--- config.mk ---
export PLATFORM = sky130hd
export DESIGN_NAME = blowfish_expand_key_flat
export DESIGN_NICKNAME = d
export VERILOG_FILES = /design/src/rtl/blowfish_expand_key_if.sv /design/src/rtl/blowfish_expand_key.sv /design/src/flat_wrapper.sv
export SDC_FILE = /design/constraint.sdc
export NUM_CORES = 1
export LEC_CHECK = 0
export ABC_AREA = 1
export BUFFER_PORTS_ARGS = -buffer_cell sky130_fd_sc_hd__buf_2
export CAP_MARGIN = 15
export CORE_MARGIN = 2
export CORE_UTILIZATION = 23
export CTS_CLUSTER_DIAMETER = 50
export DETAILED_ROUTE_END_ITERATION = 7
export GPL_ROUTABILITY_DRIVEN = 0
export PLACE_DENSITY_LB_ADDON = 0.1
export RECOVER_POWER = 50
export SLEW_MARGIN = 20
export SYNTH_ARGS = -nofsm -noshare
export SYNTH_HDL_FRONTEND = slang
export SYNTH_SLANG_ARGS = --single-unit
--- constraint.sdc ---
create_clock -name clk -period 1.9 [get_ports clk]
set_clock_uncertainty 0.2 [all_clocks]
set_input_delay 0.475 -clock clk [delete_from_list [all_inputs] [get_ports clk]]
set_output_delay 0.475 -clock clk [all_outputs]
set_load 0.01 [all_outputs]
--- src/rtl/blowfish_expand_key_if.sv ---
// Signal bundle between the Blowfish key-schedule sequencer and its environment:
// start/status, key-word lookup, SRAM port A and the Feistel round engine.
interface blowfish_expand_key_if;
  logic         start;
  logic         salt_en;
  logic [127:0] salt;
  logic [4:0]   key_len;
  logic [4:0]   key_idx;
  logic [31:0]  key_word;
  logic         sram_sel;
  logic [31:0]  data_out;
  logic [31:0]  data_in;
  logic [11:0]  addr;
  logic         cs_l;
  logic         we_l;
  logic         oe_l;
  logic         fs_start;
  logic [31:0]  fs_L;
  logic [31:0]  fs_R;
  logic [31:0]  fs_resultL;
  logic [31:0]  fs_resultR;
  logic         fs_done;
  logic         busy;
  logic         done;

  // Sequencer side.
  modport master (
    input  start, salt_en, salt, key_len, key_word, data_out,
           fs_resultL, fs_resultR, fs_done,
    output key_idx, sram_sel, data_in, addr, cs_l, we_l, oe_l,
           fs_start, fs_L, fs_R, busy, done
  );

  // Environment side: requester, key store, SRAM and Feistel engine.
  modport slave (
    output start, salt_en, salt, key_len, key_word, data_out,
           fs_resultL, fs_resultR, fs_done,
    input  key_idx, sram_sel, data_in, addr, cs_l, we_l, oe_l,
           fs_start, fs_L, fs_R, busy, done
  );
endinterface

--- src/rtl/blowfish_expand_key.sv ---
// Blowfish key-schedule sequencer: XORs the key into the P-array, then runs 521 chained
// Feistel encryptions whose outputs overwrite P[0..17] and S[0..1023] in order.
module blowfish_expand_key #(
  parameter int P_ARRAY_OFFSET = 4000,
  parameter int S_BOX_OFFSET   = 0,
  parameter int NUM_WORDS      = 1042
) (
  input  logic                 clk,
  input  logic                 reset_l,
  blowfish_expand_key_if.master bus
);

  localparam int          P_WORDS = 18;
  localparam logic [4:0]  P_LAST  = 5'(P_WORDS - 1);
  localparam logic [10:0] W_LAST  = 11'(NUM_WORDS - 1);
  localparam logic [11:0] P_BASE  = 12'(P_ARRAY_OFFSET);
  localparam logic [11:0] S_BASE  = 12'(S_BOX_OFFSET);

  typedef enum logic [2:0] {
    IDLE, KX_RD, KX_WR, ENC_START, ENC_WAIT, WR_L, WR_R, DONE
  } state_e;

  state_e        state_q, state_d;
  logic          salt_en_q, salt_en_d;
  logic [127:0]  salt_q, salt_d;
  logic [4:0]    key_len_q, key_len_d;
  logic [4:0]    p_idx_q, p_idx_d;
  logic [4:0]    k_idx_q, k_idx_d;
  logic [10:0]   w_idx_q, w_idx_d;
  logic [31:0]   l_q, l_d;
  logic [31:0]   r_q, r_d;
  logic [31:0]   fs_l_q, fs_l_d;
  logic [31:0]   fs_r_q, fs_r_d;
  logic          salt_ph_q, salt_ph_d;

  logic [4:0]    key_len_clamped;
  logic [31:0]   salt_l, salt_r, enc_l, enc_r;
  logic [11:0]   p_addr, w_addr;

  // A zero or oversized key length means "use all 18 key words".
  assign key_len_clamped = (bus.key_len == 5'd0 || bus.key_len > 5'(P_WORDS))
                           ? 5'(P_WORDS) : bus.key_len;

  always_comb begin
    salt_l = salt_ph_q ? salt_q[63:32] : salt_q[127:96];
    salt_r = salt_ph_q ? salt_q[31:0]  : salt_q[95:64];
    enc_l  = salt_en_q ? (l_q ^ salt_l) : l_q;
    enc_r  = salt_en_q ? (r_q ^ salt_r) : r_q;
  end

  // Phase-2 word w lands in the P-array first, then runs through the contiguous S-boxes.
  always_comb begin
    p_addr = P_BASE + {7'd0, p_idx_q};
    if (w_idx_q < 11'(P_WORDS)) w_addr = P_BASE + {1'b0, w_idx_q};
    else                        w_addr = S_BASE + ({1'b0, w_idx_q} - 12'(P_WORDS));
  end

  // NOTE: sequential state uses non-blocking assignments so every register samples
  // pre-edge values regardless of process evaluation order.
  always_ff @(posedge clk or negedge reset_l) begin
    if (!reset_l) state_q <= IDLE;
    else          state_q <= state_d;
  end

  // NOTE: every combinational output gets a default first so no path infers a latch.
  always_comb begin
    state_d = state_q;
    case (state_q)
      IDLE:      if (bus.start) state_d = KX_RD;
      KX_RD:     state_d = KX_WR;
      KX_WR:     state_d = (p_idx_q == P_LAST) ? ENC_START : KX_RD;
      ENC_START: state_d = ENC_WAIT;
      ENC_WAIT:  if (bus.fs_done) state_d = WR_L;
      WR_L:      state_d = WR_R;
      WR_R:      state_d = (w_idx_q == W_LAST) ? DONE : ENC_START;
      DONE:      state_d = IDLE;
      default:   state_d = IDLE;
    endcase
  end

  always_comb begin
    salt_en_d = salt_en_q;
    salt_d    = salt_q;
    key_len_d = key_len_q;
    p_idx_d   = p_idx_q;
    k_idx_d   = k_idx_q;
    w_idx_d   = w_idx_q;
    l_d       = l_q;
    r_d       = r_q;
    fs_l_d    = fs_l_q;
    fs_r_d    = fs_r_q;
    salt_ph_d = salt_ph_q;
    case (state_q)
      IDLE: begin
        if (bus.start) begin
          salt_en_d = bus.salt_en;
          salt_d    = bus.salt;
          key_len_d = key_len_clamped;
          p_idx_d   = '0;
          k_idx_d   = '0;
          w_idx_d   = '0;
          l_d       = '0;
          r_d       = '0;
          salt_ph_d = 1'b0;
        end
      end
      KX_WR: begin
        k_idx_d = (k_idx_q + 5'd1 == key_len_q) ? 5'd0 : k_idx_q + 5'd1;
        if (p_idx_q != P_LAST) p_idx_d = p_idx_q + 5'd1;
      end
      ENC_START: begin
        // Capture the launched inputs so they stay put while the engine works.
        fs_l_d    = enc_l;
        fs_r_d    = enc_r;
        salt_ph_d = ~salt_ph_q;
      end
      ENC_WAIT: begin
        if (bus.fs_done) begin
          l_d = bus.fs_resultL;
          r_d = bus.fs_resultR;
        end
      end
      WR_L: w_idx_d = w_idx_q + 11'd1;
      WR_R: if (w_idx_q != W_LAST) w_idx_d = w_idx_q + 11'd1;
      default: ;
    endcase
  end

  always_ff @(posedge clk or negedge reset_l) begin
    if (!reset_l) begin
      salt_en_q <= 1'b0;
      salt_q    <= '0;
      key_len_q <= '0;
      p_idx_q   <= '0;
      k_idx_q   <= '0;
      w_idx_q   <= '0;
      l_q       <= '0;
      r_q       <= '0;
      fs_l_q    <= '0;
      fs_r_q    <= '0;
      salt_ph_q <= 1'b0;
    end else begin
      salt_en_q <= salt_en_d;
      salt_q    <= salt_d;
      key_len_q <= key_len_d;
      p_idx_q   <= p_idx_d;
      k_idx_q   <= k_idx_d;
      w_idx_q   <= w_idx_d;
      l_q       <= l_d;
      r_q       <= r_d;
      fs_l_q    <= fs_l_d;
      fs_r_q    <= fs_r_d;
      salt_ph_q <= salt_ph_d;
    end
  end

  always_comb begin
    bus.busy     = (state_q != IDLE) && (state_q != DONE);
    bus.done     = 1'b0;
    bus.fs_start = 1'b0;
    bus.fs_L     = fs_l_q;
    bus.fs_R     = fs_r_q;
    bus.sram_sel = 1'b0;
    bus.cs_l     = 1'b1;
    bus.we_l     = 1'b1;
    bus.oe_l     = 1'b0;
    bus.addr     = '0;
    bus.data_in  = '0;
    bus.key_idx  = '0;
    case (state_q)
      KX_RD: begin
        bus.sram_sel = 1'b1;
        bus.cs_l     = 1'b0;
        bus.addr     = p_addr;
      end
      KX_WR: begin
        bus.sram_sel = 1'b1;
        bus.cs_l     = 1'b0;
        bus.we_l     = 1'b0;
        bus.addr     = p_addr;
        bus.data_in  = bus.data_out ^ bus.key_word;
        bus.key_idx  = k_idx_q;
      end
      ENC_START: begin
        bus.fs_start = 1'b1;
        bus.fs_L     = enc_l;
        bus.fs_R     = enc_r;
      end
      WR_L: begin
        bus.sram_sel = 1'b1;
        bus.cs_l     = 1'b0;
        bus.we_l     = 1'b0;
        bus.addr     = w_addr;
        bus.data_in  = l_q;
      end
      WR_R: begin
        bus.sram_sel = 1'b1;
        bus.cs_l     = 1'b0;
        bus.we_l     = 1'b0;
        bus.addr     = w_addr;
        bus.data_in  = r_q;
      end
      DONE:    bus.done = 1'b1;
      default: ;
    endcase
  end

endmodule

--- src/flat_wrapper.sv ---
// flat-port wrapper written by rule: the top's interface ports become plain ports
module blowfish_expand_key_flat 
#(
  parameter int P_ARRAY_OFFSET = 4000,
  parameter int S_BOX_OFFSET   = 0,
  parameter int NUM_WORDS      = 1042
)
  (clk, reset_l, bus_start, bus_salt_en, bus_salt, bus_key_len, bus_key_word, bus_data_out, bus_fs_resultL, bus_fs_resultR, bus_fs_done, bus_key_idx, bus_sram_sel, bus_data_in, bus_addr, bus_cs_l, bus_we_l, bus_oe_l, bus_fs_start, bus_fs_L, bus_fs_R, bus_busy, bus_done);
  blowfish_expand_key_if bus_i ();
  input  logic clk;
  input  logic reset_l;
  input wire logic [$bits(bus_i.start)-1:0] bus_start;
  input wire logic [$bits(bus_i.salt_en)-1:0] bus_salt_en;
  input wire logic [$bits(bus_i.salt)-1:0] bus_salt;
  input wire logic [$bits(bus_i.key_len)-1:0] bus_key_len;
  input wire logic [$bits(bus_i.key_word)-1:0] bus_key_word;
  input wire logic [$bits(bus_i.data_out)-1:0] bus_data_out;
  input wire logic [$bits(bus_i.fs_resultL)-1:0] bus_fs_resultL;
  input wire logic [$bits(bus_i.fs_resultR)-1:0] bus_fs_resultR;
  input wire logic [$bits(bus_i.fs_done)-1:0] bus_fs_done;
  output wire logic [$bits(bus_i.key_idx)-1:0] bus_key_idx;
  output wire logic [$bits(bus_i.sram_sel)-1:0] bus_sram_sel;
  output wire logic [$bits(bus_i.data_in)-1:0] bus_data_in;
  output wire logic [$bits(bus_i.addr)-1:0] bus_addr;
  output wire logic [$bits(bus_i.cs_l)-1:0] bus_cs_l;
  output wire logic [$bits(bus_i.we_l)-1:0] bus_we_l;
  output wire logic [$bits(bus_i.oe_l)-1:0] bus_oe_l;
  output wire logic [$bits(bus_i.fs_start)-1:0] bus_fs_start;
  output wire logic [$bits(bus_i.fs_L)-1:0] bus_fs_L;
  output wire logic [$bits(bus_i.fs_R)-1:0] bus_fs_R;
  output wire logic [$bits(bus_i.busy)-1:0] bus_busy;
  output wire logic [$bits(bus_i.done)-1:0] bus_done;
  assign bus_i.start = bus_start;
  assign bus_i.salt_en = bus_salt_en;
  assign bus_i.salt = bus_salt;
  assign bus_i.key_len = bus_key_len;
  assign bus_i.key_word = bus_key_word;
  assign bus_i.data_out = bus_data_out;
  assign bus_i.fs_resultL = bus_fs_resultL;
  assign bus_i.fs_resultR = bus_fs_resultR;
  assign bus_i.fs_done = bus_fs_done;
  assign bus_key_idx = bus_i.key_idx;
  assign bus_sram_sel = bus_i.sram_sel;
  assign bus_data_in = bus_i.data_in;
  assign bus_addr = bus_i.addr;
  assign bus_cs_l = bus_i.cs_l;
  assign bus_we_l = bus_i.we_l;
  assign bus_oe_l = bus_i.oe_l;
  assign bus_fs_start = bus_i.fs_start;
  assign bus_fs_L = bus_i.fs_L;
  assign bus_fs_R = bus_i.fs_R;
  assign bus_busy = bus_i.busy;
  assign bus_done = bus_i.done;
  blowfish_expand_key #(.P_ARRAY_OFFSET(P_ARRAY_OFFSET), .S_BOX_OFFSET(S_BOX_OFFSET), .NUM_WORDS(NUM_WORDS)) u_core (.clk(clk), .reset_l(reset_l), .bus(bus_i));
endmodule
# == Word level (Yosys, flattened, before mapping) ==
# Index checks and enable logic that the tools add are counted.
# word_totals
regBits,287
input_bits,266
output_inout_bits,120
elab_cells,97
# classes
addsub,6
order_cmp,2
n_eq_ne,17
mux,36
bitwise,4
reduce_logical,20
# op_table
cell,n
$mux W32,9
$pmux W32 S2,2
$pmux W32 S3,1
$xor A32 B32 Y32,3
$pmux W11 S3,1
$mux W5,5
$pmux W12 S2,1
$pmux W3 S8,1
$mux W11,2
$pmux W5 S2,2
$add A12 B11 Y12 const A,1
$eq A3 B3 Y1 const B,4
$mux W12,1
$sub A11 B5 Y12 const B,1
$add A11 B1 Y11 const B,1
$eq A11 B11 Y1 const B,1
$lt A11 B5 Y1 const B,1
$ne A11 B11 Y1 const B,1
$add A5 B1 Y5 const B,2
$add A8 B6 Y9 const A,1
$mux W3,3
$reduce_and A3 Y1,3
$reduce_and A2 Y1,4
$eq A3 B2 Y1 const B,2
other kinds (21),32

# == Depth between registers and ports, before layout ==
# Gate-level depths: netlist of run 1.
# depth
depth_word,4
mapped_depth,11
ltp_nobuf,11

# == Worst setup path before layout of run 1 ==
# Ideal clock, no wire load.
# synth_timing
kind,flip-flop to output port
start,register u_core.state_q[2]
end,output port bus_fs_R[17]
t_arrival_ns,1.450
t_required_ns,1.225
path_slack_ns,-0.225
stages_incl_launch_ff,7
path_buffers,3
cell_sequence,dfrtp_1 -> buf_4 -> nor2_2 -> inv_2 -> buf_2 -> clkbuf_1 -> o21ai_0
# synth_between
elab_chain_cells,2
# synth_lines
element,line_no,rtl
"start, declared",blowfish_expand_key.sv:23,"state_e state_q, state_d;"
"start signal, assigned",blowfish_expand_key.sv:62,else state_q <= state_d;
$eq A3 B2 Y1,blowfish_expand_key.sv:170,case (state_q)
$mux W32,blowfish_expand_key.sv:170,
"end, declared",flat_wrapper.sv:30,output wire logic [$bits(bus_i.fs_R)-1:0] bus_fs_R;
# Every way passes these cells.

# == Worst setup path in the final report of run 1 ==
# layout_timing
start,register u_core.salt_ph_q
end,output port bus_fs_L[14]
# layout_between
elab_chain_cells,4
# layout_lines
element,line_no,rtl
"start, declared",blowfish_expand_key.sv:34,"logic salt_ph_q, salt_ph_d;"
"start signal, assigned",blowfish_expand_key.sv:153,salt_ph_q <= salt_ph_d;
$mux W32,blowfish_expand_key.sv:45,salt_l = salt_ph_q ? salt_q[63:32] : salt_q[127:96];
$xor A32 B32 Y32,blowfish_expand_key.sv:47,enc_l = salt_en_q ? (l_q ^ salt_l) : l_q;
$mux W32,blowfish_expand_key.sv:47,
$mux W32,blowfish_expand_key.sv:170,
"end, declared",flat_wrapper.sv:29,output wire logic [$bits(bus_i.fs_L)-1:0] bus_fs_L;
# Every way passes these cells.

==> results by group, run 1 <==
Status
  • Outcome: finished, violations left
  • Failing checks: setup timing

Clock network
  • Skew-Pair Late Insertion Delay: slightly below 0.6 ns
  • CTS tree: built
  • TritonCTS buffer count: between 50 and 60
  • Clock slew seen by the registers of the worst setup and hold paths: 0.05 ns
  • Sink Count: 287
  • Clock Path Buffers: 3
  • CTS root buffer: clkbuf_16
  • H-tree levels: 2

Global routing
  • Met1 Use GR: 27.97%
  • Gr usage total: 21.27%
  • M2 GR Usage: between 30 and 40%
  • Met3 GRT Util: under 10%
  • Global-route wire length before repair: 98790 µm
  • Largest net degree at the start of global routing: between 70 and 80
  • Initial antenna violation count: 0
  • Grt peak-use layer: met2
  • Number of global-route vias before repair: ~15000
  • GR Overflow Total: 0

Timing
  • Max-slew violation count: 0
  • Unrepaired setup endpoints after global routing: true
  • Worst slew margin: 16.10%
  • Setup WS post-layout: -0.9153 ns
  • Tmin final: approximately 2.8 ns
  • Max Fclk: roughly 360 MHz
  • Final Hold Vio Count: 0
  • Tcrit/Tclk final: 148.2%
  • Setup violations, final: roughly 530
  • Worst slew pin tran: between 1 and 1.5 ns

Die
  • Core area: ~60000 µm²
  • Die Area: around 64000 µm²
  • Die height: approximately 250 µm
  • IO Pins: roughly 390
  • Row cnt: 90
  • Die W: 252.0 µm
  • Starting density of the core: between 20% and 30%

Critical path
  • Crit path largest cell delay: roughly 0.5 ns
  • CP max-delay cell: dfrtp_4
  • Crit end category: output port
  • Crit Path Max Fanout: 8
  • Worst path arrival time: ~2.1 ns
  • Critical path required time: about 1.2 ns
  • Buffers & Inverters on Critical Path: 3
  • Crit path kind: reg2out
  • Worst-path cell chain: buf_8 > buf_16 > a21oi_2 > o21ai_1 > xor2_1 > o21ai_2 > buf_2
  • CP Launch Type: flip-flop
  • CP top delay family: flip-flops

Finish
  • Layout area overhead: 84.79%
  • Antenna Cells: 0
  • Share of layout cells above drive strength 1: between 40% and 50%
  • Final nets: ~2800
  • Finished Layout Cells: between 3000 and 4000

Synth
  • Syn Nets: ~2000
  • Post-synth cell types: 33
  • Seq/Total Area, Yosys: between 50% and 60%
  • Mapped Cells: between 1500 and 2000
  • Synthesized area per cell: 8.328 µm²
  • Post-synthesis async set-or-reset flop share: 100.0%
  • Synth top area share: about half
  • Leading post-synthesis cells by cell area: dfrtp_1 (51%), nand2_1 (12%), xor2_1 (6.5%)
  • Most used flip-flop cell after synthesis: dfrtp_1
  • Post-synth EDFFs: 0
  • Top cells by count, synth: nand2_1 (466), dfrtp_1 (287), inv_1 (169)
  • Synthesized area: 14150 µm²
  • Synth area leader: dfrtp_1
  • Most common cell in the netlist: nand2_1
  • Synth Register Bits: 287
  • Syn. warnings: 0

Route
  • Remaining DRCs: 0
  • Final WL: about 70000 µm
  • Wire length per cell: between 20 and 25 µm
  • Drt first pass iters: 7
  • Routed Antenna Nets: 0
  • Via density: around 4.5
  • Via Count: 14820
  • Initial DRC Count: slightly above 900

Power and ir drop
  • Combinational share of power: 53.0%
  • Leak: 12.34 nW
  • Switching portion of total power: between 40% and 50%
  • Worst vdd ir: between 0.8 and 0.9 mV
  • P_int: 0.02428 W
  • Sw power: about 0.017 W
  • Register share of total power: approximately a quarter
  • Pwr dens: around 1600 nW/µm²
  • Clock power share: a little under a quarter

Placement
  • I/O Buffers: roughly 380
  • Worst slack, placed: -0.3923 ns
  • Placed Cells incl. Taps: between 2000 and 3000
  • Detail Placement HPWL: around 47000 µm

Flow run
  • Max cap viols: 0

Min path
  • HP Class: in2reg
==> sequential cells by signal, summed over array words and instances (netlist names) <==
signal / cells
u_core.l_q: 32
u_core.salt_en_q: 1
u_core.w_idx_q: 11
u_core.salt_ph_q: 1
u_core.salt_q: 128
u_core.state_q: 3
u_core.p_idx_q: 5
u_core.k_idx_q: 5
u_core.key_len_q: 5
u_core.r_q: 32
u_core.fs_r_q: 32
u_core.fs_l_q: 32
==> repair_timing <==
| item | in CTS | in global routing |
|---|---|---|
| hold buffers | 199 | 0 |
| gates resized for setup | 279 | 305 |
| gates cloned | 25 | 10 |
| buffers inserted | 35 | 38 |
| pin swaps | 44 | 66 |
| endpoints found under the hold margin | 343 | 0 |
| setup endpoints to repair | 156 | 338 |
==> cell families (layout without fill, tap and decap cells) <==
group	after synthesis	in the layout	share of synthesized area (%)
AOI/OAI and AO/OA	387	387	14.73
xor gates and xnor gates	106	106	6.561
adders and majority gates	10	10	0.8843
buffers and inverters	280	1108	8.781
DFF	287	287	50.76
other	1	1	0.02650
and+or+nand+nor	628	630	18.26
==> layout by cell type, fill, tap and decap left out, types with 82 or more instances in the layout <==
cell / netlist / layout
dfrtp_1: 287 / 284
buf_4: 18 / 117
o21ai_2: 5 / 89
nand2_1: 466 / 407
inv_1: 169 / 159
o21ai_1: 111 / 122
buf_2: 39 / 336
buf_6: 10 / 82
dlygate4sd3_1: 0 / 199
xor2_1: 105 / 103
==> tightest hold or removal path, stage by stage <==
cell     delay, ns
buf_2         0.16
o21ai_2       0.08
nor2_1        0.08
==> per-stage QoR <==
stage / hold slack [ns] / util (%) / total power (W) / setup TNS [ns] / cell area [µm²]
detailed placement: 0.1333 / 30.66 / 0.02529 / -32.96 / 18580
CTS: 0.07655 / 40.21 / 0.03935 / -120.78 / 24360
global route: 0.05013 / 43.16 / 0.04388 / -266.67 / 26150
floorplan: -0.02059 / - / 0.01861 / -0.7808 / 14660
global placement: 0.1383 / 30.66 / 0.02519 / -33.13 / 18580
finish: 0.06407 / 43.16 / 0.04137 / -184.52 / 26150
==> final timing paths <==
check                                                 end                     startpoint  slack, ns  cells after the start
max                                          bus_fs_L[14]   u_core.salt_ph_q$_DFFE_PN0P_      -0.92                      7
min                         u_core.state_q[0]$_DFFE_PN0P_                    bus_fs_done       0.06                      3
max reg2reg                    u_core.l_q[25]$_DFFE_PN0P_  u_core.state_q[0]$_DFFE_PN0P_      -0.48                     14
min reg2reg                   u_core.fs_r_q[28]$_DFF_PN0_    u_core.fs_r_q[28]$_DFF_PN0_       0.26                      2
max in group asynchronous  u_core.salt_q[101]$_DFFE_PN0P_                        reset_l      -0.08                      4
min in group asynchronous  u_core.salt_q[121]$_DFFE_PN0P_                        reset_l       0.50                      2
==> area by class of cell <==
type,count,area [µm²]
clock buffers,60,1371
repair buffers,842,7772
inverters,174,680.7
well taps,782,978.4
flip-flops and latches,287,7188
fillers,5948,34440
multi-input cells,1134,7792
clock inverters,32,364.1
==> layer usage <==
layer | part of all wire [%] | routed length, µm | up-vias
met2 | 48 | 33650 | 398
met4 | 2.0 | 1387 | 0
met3 | 5.3 | 3697 | 73
met1 | 44 | 30780 | 7205
met5 | 0 | 0 | -
li1 | - | - | 7145
==> power by group through the flow <==
stage	logic, W	registers [W]	clock network [W]
3_3_place_gp	0.0152	0.0100	0
6_report	0.0219	0.0100	0.00940
2_1_floorplan	0.00903	0.00958	0
4_1_cts	0.0197	0.0100	0.00962
5_1_grt	0.0237	0.0103	0.00988
3_5_place_dp	0.0152	0.0100	0
Power figures use the tool's default switching activity.
==> inputs of run 2 (changes only) <==
--- a/config.mk
+++ b/config.mk
@@ -5,7 +5,6 @@
 export SDC_FILE = /design/constraint.sdc
 export NUM_CORES = 1
 export LEC_CHECK = 0
-export ABC_AREA = 1
 export BUFFER_PORTS_ARGS = -buffer_cell sky130_fd_sc_hd__buf_2
 export CAP_MARGIN = 15
 export CORE_MARGIN = 2
==> run 2 against run 1 <==
The flow still finishes with violations (setup timing). Register-to-register slack got worse by 0.20 ns. Critical path depth did not move. Synthesized cell count fell by 4.5%. Hold slack got worse by 0.034 ns. Die area fell by 0.68%. Sequential share of layout area fell by 0.45 points. Total power rose by 2.0%. Combinational power barely moved. Wire length rose by 1.1%. Largest cell class unchanged.
==> results by group, run 2 <==
Global routing
  • Initial antenna violation count: 1
  • GR Overflow Total: 0
  • Largest net degree at the start of global routing: ~70
  • Gr usage total: about a fifth
  • Global-route wire length before repair: 93520 µm
  • Number of global-route vias before repair: 14680

Placement
  • Worst slack, placed: -0.4471 ns
  • Placed Cells incl. Taps: 2805
  • Detail Placement HPWL: around 44000 µm
  • I/O Buffers: between 300 and 400

Die
  • Die height: between 200 and 300 µm
  • Core area: 60360 µm²
  • Die W: about 250 µm
  • Row cnt: 90
  • Starting density of the core: about a quarter
  • Die Area: 63090 µm²
  • IO Pins: approximately 390

Synth
  • Post-synthesis compound-gate area fraction: approximately a tenth
  • Synthesized area: 14050 µm²
  • Syn Nets: about 1900
  • Syn. warnings: 0
  • Post-synth cell types: 45
  • Mapped Cells: roughly 1600
  • Post-synth EDFFs: 0
  • Synth Area in Simple Gates: between 20% and 30%
  • Synthesized-area fraction occupied by adder cells: 0.8904%
  • Largest family of logic cells by synthesized area: simple AND/OR/NAND/NOR gates
  • Post-Synth XOR/XNOR Area: 7.141%
  • Most common cell in the netlist: nand2_1
  • Seq/Total Area, Yosys: around half
  • Most used flip-flop cell after synthesis: dfrtp_1
  • Synth Register Bits: 287
  • Post-synthesis async set-or-reset flop share: 100.0%
  • Synthesized area per cell: 8.664 µm²
  • Leading post-synthesis cells by cell area: dfrtp_1 (51%), nand2_1 (18%), o21ai_0 (5.8%)
  • Synth area leader: dfrtp_1
  • Top cells by count, synth: nand2_1 (687), dfrtp_1 (287), o21ai_0 (164)
  • Mux cell area share after synthesis: 5.485%
  • Synth top area share: 51.11%

Power and ir drop
  • Sw power: 0.01690 W
  • Register share of total power: around a quarter
  • Clock power share: around 22%
  • Total power: 0.04219 W
  • Worst vdd ir: 0.6948 mV
  • Pwr dens: ~1600 nW/µm²
  • Combinational share of power: roughly 52%
  • P_int: roughly 0.025 W
  • Switching portion of total power: around two fifths
  • Leak: around 13 nW

Finish
  • Largest Register: u_core.salt_q
  • Share of layout cells above drive strength 1: a little over half
  • Layout area overhead: 89.27%
  • Final core utilization: 44.07%
  • Max reg flops: roughly 130
  • Finished Layout Cells: 3222
  • Commonest non-fill, non-tap cell in the layout: nand2_1
  • Most frequent cells in the layout: nand2_1 (421), buf_2 (364), dfrtp_1 (283), dlygate4sd3_1 (200), nand2_2 (179)
  • Final nets: 2678

Status
  • Outcome: finished, violations left
  • Failing checks: setup timing

Critical path
  • Crit Path Max Fanout: 7
  • Crit path largest cell delay: roughly 0.52 ns
  • R2r setup slk: -0.68 ns
  • Buffers & Inverters on Critical Path: 3
  • CP top delay family: flip-flops
  • CP max-delay cell: dfrtp_4
  • Crit path kind: reg2out
  • Crit end category: output port
  • Worst path arrival time: 2.28 ns
  • Critical path required time: between 1 and 1.5 ns
  • Worst-path cell chain: buf_6 > buf_16 > mux2_4 > nand2_4 > xor2_2 > o21ai_2 > buf_2
  • CP Launch Type: flip-flop

Timing
  • Hold_ws: 0.02986 ns
  • Max-slew violation count: 0
  • Max Fclk: approximately 340 MHz
  • Unrepaired setup endpoints after global routing: true
  • Worst slew pin tran: 1.129 ns
  • Setup violations, final: approximately 440
  • Worst slew margin: approximately 25%
  • Setup WS post-layout: -1.059 ns
  • Tcrit/Tclk final: 155.7%
  • Final Hold Vio Count: 0
  • Tmin final: 2.959 ns

Route
  • Met2 WL: ~35000 µm
  • Final WL: roughly 70000 µm
  • Via Count: 14520
  • Drt first pass iters: 5
  • Metal-1 WL: ~31000 µm
  • Met3 wire length: about 3100 µm
  • Wire length per cell: roughly 22 µm
  • Initial DRC Count: about 670
  • Via density: between 4 and 5
  • Routed Antenna Nets: 0
  • Remaining DRCs: 0
  • Uppermost routed layer: met5

Clock network
  • CTS root buffer: clkbuf_16
  • Clock slew seen by the registers of the worst setup and hold paths: approximately 0.050 ns
  • Skew-Pair Late Insertion Delay: approximately 0.59 ns
  • Sink Count: about 290
  • Clock Path Buffers: 3
  • CTS tree: built
  • H-tree levels: 2
  • TritonCTS buffer count: 49

Flow run
  • Max cap viols: 0

Min path
  • HP Class: in2reg
run 2: what timing repair did:
| action | CTS | global route |
|---|---|---|
| gates cloned | 21 | 38 |
| endpoints found under the hold margin | 441 | 1 |
| resized for setup | 212 | 537 |
| hold buffers | 199 | 1 |
| setup endpoints to repair | 339 | 340 |
| setup buffers | 46 | 43 |
| pin swaps | 85 | 158 |
run 2: path summary, 6_finish.rpt:
kind                       cells after the start                     startpoint                               to
setup reg to reg                              10  u_core.state_q[0]$_DFFE_PN0P_    u_core.w_idx_q[5]$_DFFE_PN0P_
hold / removal                                 4                 bus_key_len[1]  u_core.key_len_q[0]$_DFFE_PN0P_
max in group asynchronous                      4                        reset_l    u_core.salt_q[52]$_DFFE_PN0P_
min in group asynchronous                      2                        reset_l    u_core.salt_q[27]$_DFFE_PN0P_
setup / recovery                               7   u_core.salt_ph_q$_DFFE_PN0P_                     bus_fs_R[14]
hold reg to reg                                2    u_core.fs_l_q[23]$_DFF_PN0_      u_core.fs_l_q[23]$_DFF_PN0_
run 2: worst reg2reg max path: stages (launching register included):
cell and delay, ns:
dfrtp_2 0.45, buf_6 0.13, buf_6 0.11, buf_6 0.10, buf_6 0.11, or3b_4 0.39
a21oi_2 0.17, a31oi_2 0.05, buf_6 0.14, or4_4 0.52, a21oi_2 0.13
run 2: logic make-up after synthesis:
kind of cell             Yosys count
buffers and inverters            120
multiplexers                      69
adder cells (fa/ha/maj)           10
XOR/XNOR                         113
AND/OR/NAND/NOR                  769
other                              1
AO/OA/AOI/OAI                    253
flip-flops                       287
run 2: layer usage:
metal / track usage, % / vias up
met5: 0 / -
met4: 5.765 / 2
met3: 3.417 / 92
met2: 34.20 / 364
met1: 25.84 / 7135
li1: - / 6924
run 2: area by class of cell:
cell class | instances | area [µm²]
Clock inverter | 29 | 405.4
Clock buffer | 59 | 1304
Antenna cell | 1 | 2.502
Sequential cell | 287 | 7192
Timing Repair Buffer | 839 | 7901
Multi-Input combinational cell | 1215 | 8766
Fill cell | 5862 | 33760
Tap cell | 782 | 978.4
Inverter | 10 | 47.55
run 2: stage by stage:
step | cell area, µm² | setup TNS (ns)
3_5_place_dp | 18510 | -86.70
2_1_floorplan | 14860 | -7.006
4_1_cts | 23890 | -165.99
6_report | 26600 | -195.73
3_3_place_gp | 18510 | -84.11
5_1_grt | 26590 | -252.31
run 2: power by group through the flow:
stage,Combinational (W),Clock (W),Sequential [W]
6_report,0.0218,0.00940,0.0110
5_1_grt,0.0234,0.00993,0.0113
4_1_cts,0.0171,0.00963,0.0105
3_5_place_dp,0.0136,0,0.0106
3_3_place_gp,0.0135,0,0.0105
2_1_floorplan,0.00850,0,0.00961
==> inputs of run 3 (changes only) <==
--- a/config.mk
+++ b/config.mk
@@ -7,6 +7,8 @@
 export LEC_CHECK = 0
 export BUFFER_PORTS_ARGS = -buffer_cell sky130_fd_sc_hd__buf_2
 export CAP_MARGIN = 15
+export CELL_PAD_IN_SITES_DETAIL_PLACEMENT = 1
+export CELL_PAD_IN_SITES_GLOBAL_PLACEMENT = 2
 export CORE_MARGIN = 2
 export CORE_UTILIZATION = 23
 export CTS_CLUSTER_DIAMETER = 50
==> constraint.sdc (replaced) <==
create_clock -name clk -period 3.55 [get_ports clk]
set_clock_uncertainty 0.2 [all_clocks]
set_input_delay 0.8875 -clock clk [delete_from_list [all_inputs] [get_ports clk]]
set_output_delay 0.8875 -clock clk [all_outputs]
set_load 0.01 [all_outputs]
==> run 3 against run 2 <==
The flow finishes with violations (capacitance limit, slew limit). Total power down 60%. Sequential share of layout area grew 11 points. Setup slack improved by 1.1 ns. Die area is the same. Largest power group unchanged. Non-clock buffer count down 397. Critical endpoint is now bus_addr[9]. Sequential power down 49%.
==> results by group, run 3 (synthesized netlist as in run 2, its figures left out) <==
Status
  • Outcome: finished, violations left
  • Failing checks: capacitance limit, slew limit

Critical path
  • Worst path arrival time: about 2.4 ns
  • CP max-delay cell: dfrtp_2
  • Worst-path cell chain: o31a_1 > nand3b_4 > mux2i_1 > and3b_1 > o31a_1 > buf_2
  • CP top delay family: compound AO/OA/AOI/OAI gates
  • Critical path required time: about 2.5 ns
  • R2r setup slk: ~0.97 ns
  • Top cell by count, worst path: o31a_1
  • Crit Path Max Fanout: 9
  • R2r worst-path depth: 5
  • Crit path kind: reg2out
  • R2r startpoint: u_core.state_q[2]$_DFFE_PN0P_
  • Buffers & Inverters on Critical Path: 1
  • CP Launch Type: flip-flop
  • R2r endpoint: u_core.salt_q[59]$_DFFE_PN0P_
  • Crit path largest cell delay: 0.46 ns
  • Crit end category: output port

Timing
  • Worst slew margin: -24.19%
  • Max Fclk: 286.3 MHz
  • Final Hold Vio Count: 0
  • Setup violations, final: 0
  • Tcrit/Tclk final: approximately 98%
  • Unrepaired setup endpoints after global routing: true
  • Worst slew pin tran: roughly 1.9 ns
  • Hold_ws: between 0.2 and 0.3 ns
  • Tmin final: 3.492 ns
  • Max-slew violation count: between 50 and 60

Flow run
  • Max cap viols: 1

Route
  • Wire length per cell: roughly 21 µm
  • Via density: 4.425
  • Routed Antenna Nets: 0
  • Drt first pass iters: 4
  • Remaining DRCs: 0
  • Final WL: around 60000 µm
  • Via Count: roughly 13000
  • Initial DRC Count: 569

Clock network
  • H-tree levels: 2
  • CTS root buffer: clkbuf_16
  • Sink Count: between 200 and 300
  • TritonCTS buffer count: 50
  • Hold-fix buffers, CTS: 0
  • Clock Path Buffers: 3
  • Skew-Pair Late Insertion Delay: approximately 0.60 ns
  • CTS tree: built
  • Clock slew seen by the registers of the worst setup and hold paths: 0.05 ns

Placement
  • Detail Placement HPWL: between 40000 and 50000 µm
  • Placed Cells incl. Taps: ~2700
  • I/O Buffers: between 300 and 400
  • Placed cell area: ~17000 µm²

Global routing
  • Initial antenna violation count: 11
  • Number of global-route vias before repair: approximately 14000
  • GR Overflow Total: 0
  • Global-route wire length before repair: a little under 90000 µm
  • Gr usage total: between 10% and 20%
  • Largest net degree at the start of global routing: 109

Power and ir drop
  • Total power: 0.01699 W
  • Pwr dens: 891.6 nW/µm²
  • Leak: just over 9 nW
  • Worst vdd ir: approximately 0.37 mV

Finish
  • Final nets: roughly 2300
  • Most frequent cells in the layout: nand2_1 (686), buf_2 (383), dfrtp_1 (279), o21ai_0 (156), xor2_1 (71)
  • Commonest non-fill, non-tap cell in the layout: nand2_1
  • Share of layout cells above drive strength 1: 30.06%
  • Layout area overhead: 35.57%
  • Largest Register: u_core.salt_q
  • Finished Layout Cells: approximately 2800
  • Max reg flops: 128
  • Cell area after layout: around 19000 µm²

Die
  • Die W: 251.2 µm
  • Die height: between 200 and 300 µm
  • IO Pins: ~390
  • Die Area: between 60000 and 70000 µm²
  • Row cnt: 90
  • Starting density of the core: between 20% and 30%
  • Core area: 60360 µm²

Min path
  • Hold path start: u_core.salt_q[22]$_DFFE_PN0P_
  • WHS Endpoint: u_core.salt_q[22]$_DFFE_PN0P_
  • HP Class: reg2reg
  • Hold Path Depth: 2
==> run 3: where the power goes <==
part	total, W	internal [W]	leakage (nW)	switching [W]
sequential	0.00565	0.00456	3.73	0.00110
clock	0.00516	0.00329	0.865	0.00187
combinational	0.00618	0.00241	4.75	0.00377
==> run 3: final cells by class <==
class,instances,area [µm²]
fillers,7173,41310
repair buffers,442,2565
multi-input cells,1215,6482
diodes,3,7.507
flip-flops and latches,287,7197
well taps,782,978.4
clock buffers,61,1373
inverters,10,37.54
clock inverters,31,410.4
==> run 3: worst max-delay path by stage <==
stage | endpoint | cells past startpoint | startpoint
finish | bus_addr[9] | 6 | u_core.w_idx_q[3]$_DFFE_PN0P_
global route | bus_addr[9] | 7 | u_core.w_idx_q[1]$_DFFE_PN0P_
CTS | bus_addr[9] | 8 | u_core.w_idx_q[2]$_DFFE_PN0P_
detailed placement | bus_fs_R[7] | 6 | u_core.salt_ph_q$_DFFE_PN0P_
global placement | bus_fs_R[7] | 6 | u_core.salt_ph_q$_DFFE_PN0P_
floorplan | bus_addr[9] | 8 | u_core.w_idx_q[2]$_DFFE_PN0P_
==> run 3: timing repair <==
item	in CTS	in global routing
setup endpoints to repair	100	13
gates resized for setup	17	10
setup buffers	14	2
pin swaps	2	4
==> run 3: per-layer routing <==
layer	wire length (µm)	track usage [%]
met4	1269	5.510
met1	26790	24.49
met2	29390	32.58
met3	2685	3.551
met5	77	0
==> run 3: through the flow <==
step | util [%] | setup WS [ns] | TNS [ns]
CTS | 31.57 | 0.003186 | 0
global route | 31.56 | -0.02724 | -0.1564
detailed placement | 28.26 | 0.3042 | 0
floorplan | - | 0.5813 | 0
global placement | 28.26 | 0.3796 | 0
finish | 31.56 | 0.05766 | 0
==> run 3: worst min-delay path, stage by stage (launching register included) <==
cell and delay (ns):
dfrtp_1 0.33, nand2_1 0.05, nand2_1 0.05
